[src/rtl/dr_pfreq_queue.sv]
// Prefetch-request queue in front of directory_bank: never back-pressures the L2 side,
// drops the oldest buffered request when full. Optional duplicate filter: DR_PFQ_DEDUP_EN.
package dr_pfq_pkg;
  typedef struct packed {
    logic [5:0]  nid;
    logic [4:0]  l2id;
    logic [49:0] paddr;
  } I_l2todr_req_type;
endpackage

module dr_pfreq_queue
  import dr_pfq_pkg::*;
#(
  parameter int ENTRIES = 8
) (
  input  logic             clk,
  input  logic             reset,
  input  logic             l2todr_pfreq_valid,
  output logic             l2todr_pfreq_retry,
  input  I_l2todr_req_type l2todr_pfreq,
  output logic             drpfq_pfreq_valid,
  input  logic             drpfq_pfreq_retry,
  output I_l2todr_req_type drpfq_pfreq,
  output logic [4:0]       pfq_count,
  output logic [15:0]      pfq_drop_cnt
);
  localparam int PW = $clog2(ENTRIES);

  I_l2todr_req_type mem [ENTRIES];
  I_l2todr_req_type oreg;
  logic [PW-1:0]    head, tail;
  logic [4:0]       occ, occ_nxt, cnt;
  logic             ov, ov_nxt;
  logic [15:0]      drop_cnt;

  logic out_xfer, load_oreg, fifo_empty, fifo_full;
  logic dup, in_new, pop, bypass, push, drop;

  // Duplicate filter looks at the live FIFO window and the output register,
  // including an output register that is leaving this very cycle.
  always_comb begin
    // NOTE: every always_comb output gets a default first so no latch is inferred.
    dup = 1'b0;
`ifdef DR_PFQ_DEDUP_EN
    if (ov && oreg.paddr[49:6] == l2todr_pfreq.paddr[49:6])
      dup = 1'b1;
    for (int i = 0; i < ENTRIES; i++) begin
      if ((5'(PW'(PW'(i) - head)) < occ) &&
          (mem[i].paddr[49:6] == l2todr_pfreq.paddr[49:6]))
        dup = 1'b1;
    end
`endif
  end

  always_comb begin
    out_xfer   = ov && !drpfq_pfreq_retry;
    load_oreg  = !ov || out_xfer;
    fifo_empty = (occ == 5'd0);
    fifo_full  = (occ == 5'(ENTRIES));
    in_new     = l2todr_pfreq_valid && !dup;
    pop        = load_oreg && !fifo_empty;
    bypass     = load_oreg && fifo_empty && in_new;
    push       = in_new && !bypass;
    drop       = push && fifo_full && !pop;
    occ_nxt    = occ + 5'(push) - 5'(pop) - 5'(drop);
    ov_nxt     = load_oreg ? (pop || bypass) : ov;
  end

  always_ff @(posedge clk or posedge reset) begin
    if (reset) begin
      head     <= '0;
      tail     <= '0;
      occ      <= '0;
      ov       <= 1'b0;
      cnt      <= '0;
      drop_cnt <= '0;
    end else begin
      // A drop discards the head slot, which the tail then overwrites.
      if (pop || drop) head <= head + PW'(1);
      if (push)        tail <= tail + PW'(1);
      occ <= occ_nxt;
      ov  <= ov_nxt;
      cnt <= occ_nxt + 5'(ov_nxt);
      if (drop && drop_cnt != 16'hFFFF) drop_cnt <= drop_cnt + 16'd1;
    end
  end

  // NOTE: payload storage carries no reset; validity lives only in occ/ov.
  always_ff @(posedge clk) begin
    if (push) mem[tail] <= l2todr_pfreq;
    if (pop)
      oreg <= mem[head];
    else if (bypass)
      oreg <= l2todr_pfreq;
  end

  assign l2todr_pfreq_retry = reset;
  assign drpfq_pfreq_valid  = ov;
  assign drpfq_pfreq        = oreg;
  assign pfq_count          = cnt;
  assign pfq_drop_cnt       = drop_cnt;
endmodule

[config.mk]
export PLATFORM = sky130hd
export DESIGN_NAME = dr_pfreq_queue
export DESIGN_NICKNAME = d
export VERILOG_FILES = /design/src/rtl/dr_pfreq_queue.sv
export SDC_FILE = /design/constraint.sdc
export NUM_CORES = 1
export LEC_CHECK = 0
export CAP_MARGIN = 20
export CORE_MARGIN = 1
export CORE_UTILIZATION = 63
export DETAILED_ROUTE_END_ITERATION = 6
export GPL_TIMING_DRIVEN = 1
export HOLD_SLACK_MARGIN = 0.1
export MAX_ROUTING_LAYER = met4
export PLACE_DENSITY_LB_ADDON = 0.12
export SLEW_MARGIN = 25
export SYNTH_ARGS = -nofsm -noshare
export SYNTH_HDL_FRONTEND = slang
export SYNTH_SLANG_ARGS = --single-unit
[constraint.sdc]
create_clock -name clk -period 18.83 [get_ports clk]
set_input_delay 3.766 -clock clk [delete_from_list [all_inputs] [get_ports clk]]
set_output_delay 3.766 -clock clk [all_outputs]
set_load 0.005 [all_outputs]
==> Yosys cells after proc, flatten, opt, wreduce, memory -nomap -nowiden <==
Memory sizes are Yosys's and may differ from the RTL's.
Index checks and enable logic that the tools add are counted.
{ "totals": {"ff_bits": 94, "latchBits": 0, "ram_bits": 488, "mem_bits_ro": 0, "input_bits": 65, "out_inout_bits": 84, "wordCells": 42, "n_memories": 1} }
{ "memory_table": {"columns": ["memory", "words", "width", "rd", "rd_ports_with_merged_regs", "write_ports", "line", "text"], "rows": [
  ["mem", 8, 61, 1, 0, 1, "29", "I_l2todr_req_type mem [ENTRIES];"]
]} }
{ "op_classes": {"addsub": 7, "mul": 0, "n_div": 0, "order_cmp": 0, "n_eq_ne": 2, "shift": 0, "n_mux": 5, "bitwise": 0, "reduce_logical": 18} }
{ "op_table": {"columns": ["operator", "n"], "rows": [
  ["$mux W61", 2],
  ["$add A16 B1 Y16 const B", 1],
  ["$ne A16 B16 Y1 const B", 1],
  ["$add A5 B1 Y5", 2],
  ["$sub A5 B1 Y5", 2],
  ["$logic_and A1 B1 Y1", 8],
  ["$add A3 B1 Y3 const B", 2],
  ["$eq A5 B4 Y1 const B", 1],
  ["$logic_not A1 Y1", 5],
  ["$logic_not A5 Y1", 1],
  ["$logic_or A1 B1 Y1", 3],
  ["$mux W1", 3],
  ["$reduce_bool A2 Y1", 1]
]} }

==> Logic depth before layout (Yosys ltp) <==
{ "logic_depth": {"depth_word": 11, "ltp_mapped": 14, "ltp_nobuf": 14} }

==> Worst setup path before layout <==
Ideal clock, no wire load.
{ "synth_path": {"path_kind": "input to register", "start": "input port drpfq_pfreq_retry", "end": "memory mem[0][0] in the netlist's numbering (enable)", "setup_ns": 0.630, "t_arrival_ns": 9.913, "t_required_ns": 18.200, "setup_slack_ns": 8.287, "cell_stages": 4, "n_path_buf": 0, "cell_sequence": "nand2_1 -> nand3_1 -> nand2_1 -> nor4_1"} }
{ "synth_between": {"elab_chain_len": 9} }
{ "synth_rtl": {"columns": ["element", "line", "text"], "rows": [
  ["from (decl)", "22", "input logic drpfq_pfreq_retry,"],
  ["$logic_not A1 Y1", "56", "out_xfer = ov && !drpfq_pfreq_retry;"],
  ["$logic_and A1 B1 Y1", "56", null],
  ["$logic_or A1 B1 Y1", "57", "load_oreg = !ov || out_xfer;"],
  ["$logic_and A1 B1 Y1 (2 in a row)", "62", "bypass = load_oreg && fifo_empty && in_new;"],
  ["$logic_not A1 Y1", "63", "push = in_new && !bypass;"],
  ["$logic_and A1 B1 Y1", "63", null],
  ["$mux W1", "90", "if (push) mem[tail] <= l2todr_pfreq;"],
  ["$mux W1 (implied by the code)", "90", null],
  ["to (decl)", "29", null]
]} }
Every way passes these cells.

==> Worst setup path in the final report <==
{ "layout_path": {"start": "input port reset", "end": "output port l2todr_pfreq_retry"} }
{ "layout_lines": {"columns": ["element", "line", "text"], "rows": [
  ["from (decl)", "17", "input logic reset,"],
  ["to (decl)", "19", "output logic l2todr_pfreq_retry,"]
]} }
No word-level cell between the ends.

==> impl_results.md <==
- Total Neg Setup Slack: 0 ps
- TritonCTS buffer count: 55
- Final Hold Fails: 0
- Vias: approximately 11,000
- Relative slew slack: 29.0%
- Total of max-cap violations: 0
- Synth area leader: edfxtp_1
- FP Rows: 68
- WL/cell: 24.7 um
- Req. time, crit path: 15,060 ps
- Initial Util: 64.4%
- Root Driver: clkbuf_16
- Crit path max-delay family: buffers and inverters
- Routed length on met1: 17,400 um
- Worst vdd ir: 0.118 mV
- DP HPWL: 21,600 um
- Maximum root-to-sink buffer count: 3
- Nets: between 1,000 and 1,500
- Min Tclk post-route: 8510 ps
- Critical Path End Type: output pin
- Top cells by count, synth: edfxtp_1, mux4_2, nor2_1, a21oi_1, mux2i_1
- H-tree levels: 2
- Register area share after synthesis: 77.4%
- Cell area after layout: between 20,000 and 30,000 sq um
- PostCTS Resize Cnt: 0
- First-pass GRT wire length: 64,600 um
- Syn Area/Cell: 21.2 sq um
- Slew Viols, Final: 0
- Slowest-stage cell, CP: clkdlybuf4s50_1
- Syn Std Cell Area: 22,400 sq um
- FMAX: 0.118 GHz
- Post-CTS Setup Bufs: 0
- Top layer in use: met4
- Final Cycle Share: roughly 45%
- TritonRoute pass-1 iters: 5
- Yosys cell types: 42
- Leak: 8.68 nW
- CP Buf/Inv Count: 2
- Crit path largest cell delay: 500 ps
- Worst reg2reg path depth: 13
- Ranking of synthesized cells by area: edfxtp_1, mux4_2, dfrtp_1
- Skew-Pair Late Insertion Delay: about 580 ps
- CP arrival: between 4000 and 5000 ps
- Syn nets: ~1,100
- Cell Count, Final, Fillers Out: 1,732
- Die area: approximately 36,000 sq um
- Starting DRC count in detailed routing: 925
- Ys async rst share: 5.67%
- Crit Path Class: in -> out
- Measured slew at the worst slew-check pin: 1060 ps
- Post-synth EDFFs: about 550
- Gpl congestion: 0.738
- Core area: 34,700 sq um
- CP most frequent cell: clkdlybuf4s50_1
- Post-route DRC: 0
- Final wirelength: 42,800 um
- Clk_skew: 18.0 ps
- Worst Hold Class: reg -> reg
- RSZ-0062 raised after global routing: no
- CP cell instances: clkdlybuf4s50_1 -> clkdlybuf4s50_1
- RR Startpoint: occ[4]$_DFF_PP0_
- Worst reg-to-reg setup slack: 15,210 ps
- Crit path max fanout: 2
- Vias in the first global route: 11,100
- DRT antenna net count: 0
- Die span in y: 190 um
- Cells after Synth: 1,057
- Dpl cell area: about 24,000 sq um
- #FFs+latches synth: between 500 and 600
- R2R Path End: pfq_count[4]$_DFF_PP0_
- Final setup vio count: 0
- Hold Crit Start: pfq_drop_cnt[11]$_DFFE_PP0P_
- Cts hold-fix bufs: 0
- Top FF cell, synth: edfxtp_1
- Gr usage total: 25.1%
- Outcome: finished clean
- Ports: between 100 and 150
- Area Growth Syn to Fin: 16.7%
- Most common cell in the netlist: edfxtp_1
- Startpoint types: input port
- Ys Warns: 0
- Met3 WL: 2900 um
- CTS tree: done
- Hold Crit Endpoint: pfq_drop_cnt[11]$_DFFE_PP0P_
- Largest net degree at the start of global routing: 73
- Share of layout cells above drive strength 1: a little under a fifth
- Reg clk slew, reported paths: 60 ps
- Port-buffer cells: about 150
- Grt total ovfl: 0
- Initial antenna violation count: 4
- Sink Count: a little under 600
- DR WL met2: 21,700 um
- Pwr Density: 146 nW/um^2
- Die width: 190 um
- Vias per cell: 6.15
- Hold depth: 1
- Post-synth top area share: 73.7%
- Dpl cells: 1,628
## metal layers
metal,GRT usage [%],vias up
li1,-,4660
met1,34.4,5549
met2,39.8,372
met3,4.10,67
met4,7.20,0
met5,-,-
## through the flow
step / hold WS [ps] / power [mW] / worst slack [ps] / utilization, %
4_1_cts: 509 / 3.86 / 10310 / 75.1
3_5_place_dp: 499 / 2.81 / 10320 / 70.2
3_3_place_gp: 494 / 2.78 / 10320 / 70.1
5_1_grt: 540 / 3.98 / 10300 / 75.2
6_report: 512 / 3.82 / 10320 / 75.2
2_1_floorplan: 488 / 2.48 / 8290 / -
## cell type report
| type | count | area [sq um] |
|---|---|---|
| inverters | 13 | 48.8 |
| well taps | 455 | 569 |
| multi-input cells | 413 | 4800 |
| clock inverters | 34 | 265 |
| fillers | 1998 | 8620 |
| flip-flops and latches | 582 | 17300 |
| repair buffers | 165 | 1630 |
| diodes | 4 | 10.0 |
| clock buffers | 66 | 1440 |
## cells by family (layout without fill, tap and decap cells)
group           count (synthesis)  in the layout  share of synthesized area [%]
flops                         582            582                           77.4
mux                           186            186                           15.2
simple gates                  116            116                           2.52
compound gates                 74             74                           1.76
buf+inv                        62            278                           1.39
xor+xnor                       23             23                          0.901
fa+ha+maj                      14             14                          0.817
other cells                     0              4                              0
## worst max path at each step
stage / start / to / cells past startpoint / slack, ps
4_1_cts: reset / l2todr_pfreq_retry / 2 / 10310
3_3_place_gp: reset / l2todr_pfreq_retry / 2 / 10320
6_report: reset / l2todr_pfreq_retry / 2 / 10320
2_1_floorplan: drpfq_pfreq_retry / mem[0][0]$_DFFE_PP_ / 4 / 8290
3_5_place_dp: reset / l2todr_pfreq_retry / 2 / 10320
5_1_grt: reset / l2todr_pfreq_retry / 2 / 10300
## state kept, by name, summed over array words and instances (netlist names)
| signal | count |
|---|---|
| pfq_drop_cnt | 16 |
| pfq_count | 5 |
| mem | 488 |
| drpfq_pfreq_valid | 1 |
| drpfq_pfreq | 61 |
| tail | 3 |
| head | 3 |
| occ | 5 |
## placed cells by master, fill, tap and decap left out, types with 12 or more instances in the layout
cell	count
mux2i_1	61
clkdlybuf4s50_1	148
clkinv_1	18
inv_1	12
mux4_2	122
buf_4	13
ha_1	13
edfxtp_1	549
xnor2_1	15
a21oi_1	63
clkbuf_16	56
dfrtp_1	30
nor2_1	64
## where the power goes
part / leakage (nW) / total, mW / internal, mW / switching [mW]
Clock: 0.833 / 1.04 / 0.596 / 0.449
Sequential: 5.44 / 1.82 / 1.68 / 0.148
Combinational: 2.41 / 0.948 / 0.503 / 0.445
Total: 8.68 / 3.82 / 2.78 / 1.04
(Power assumes the default switching activity.)
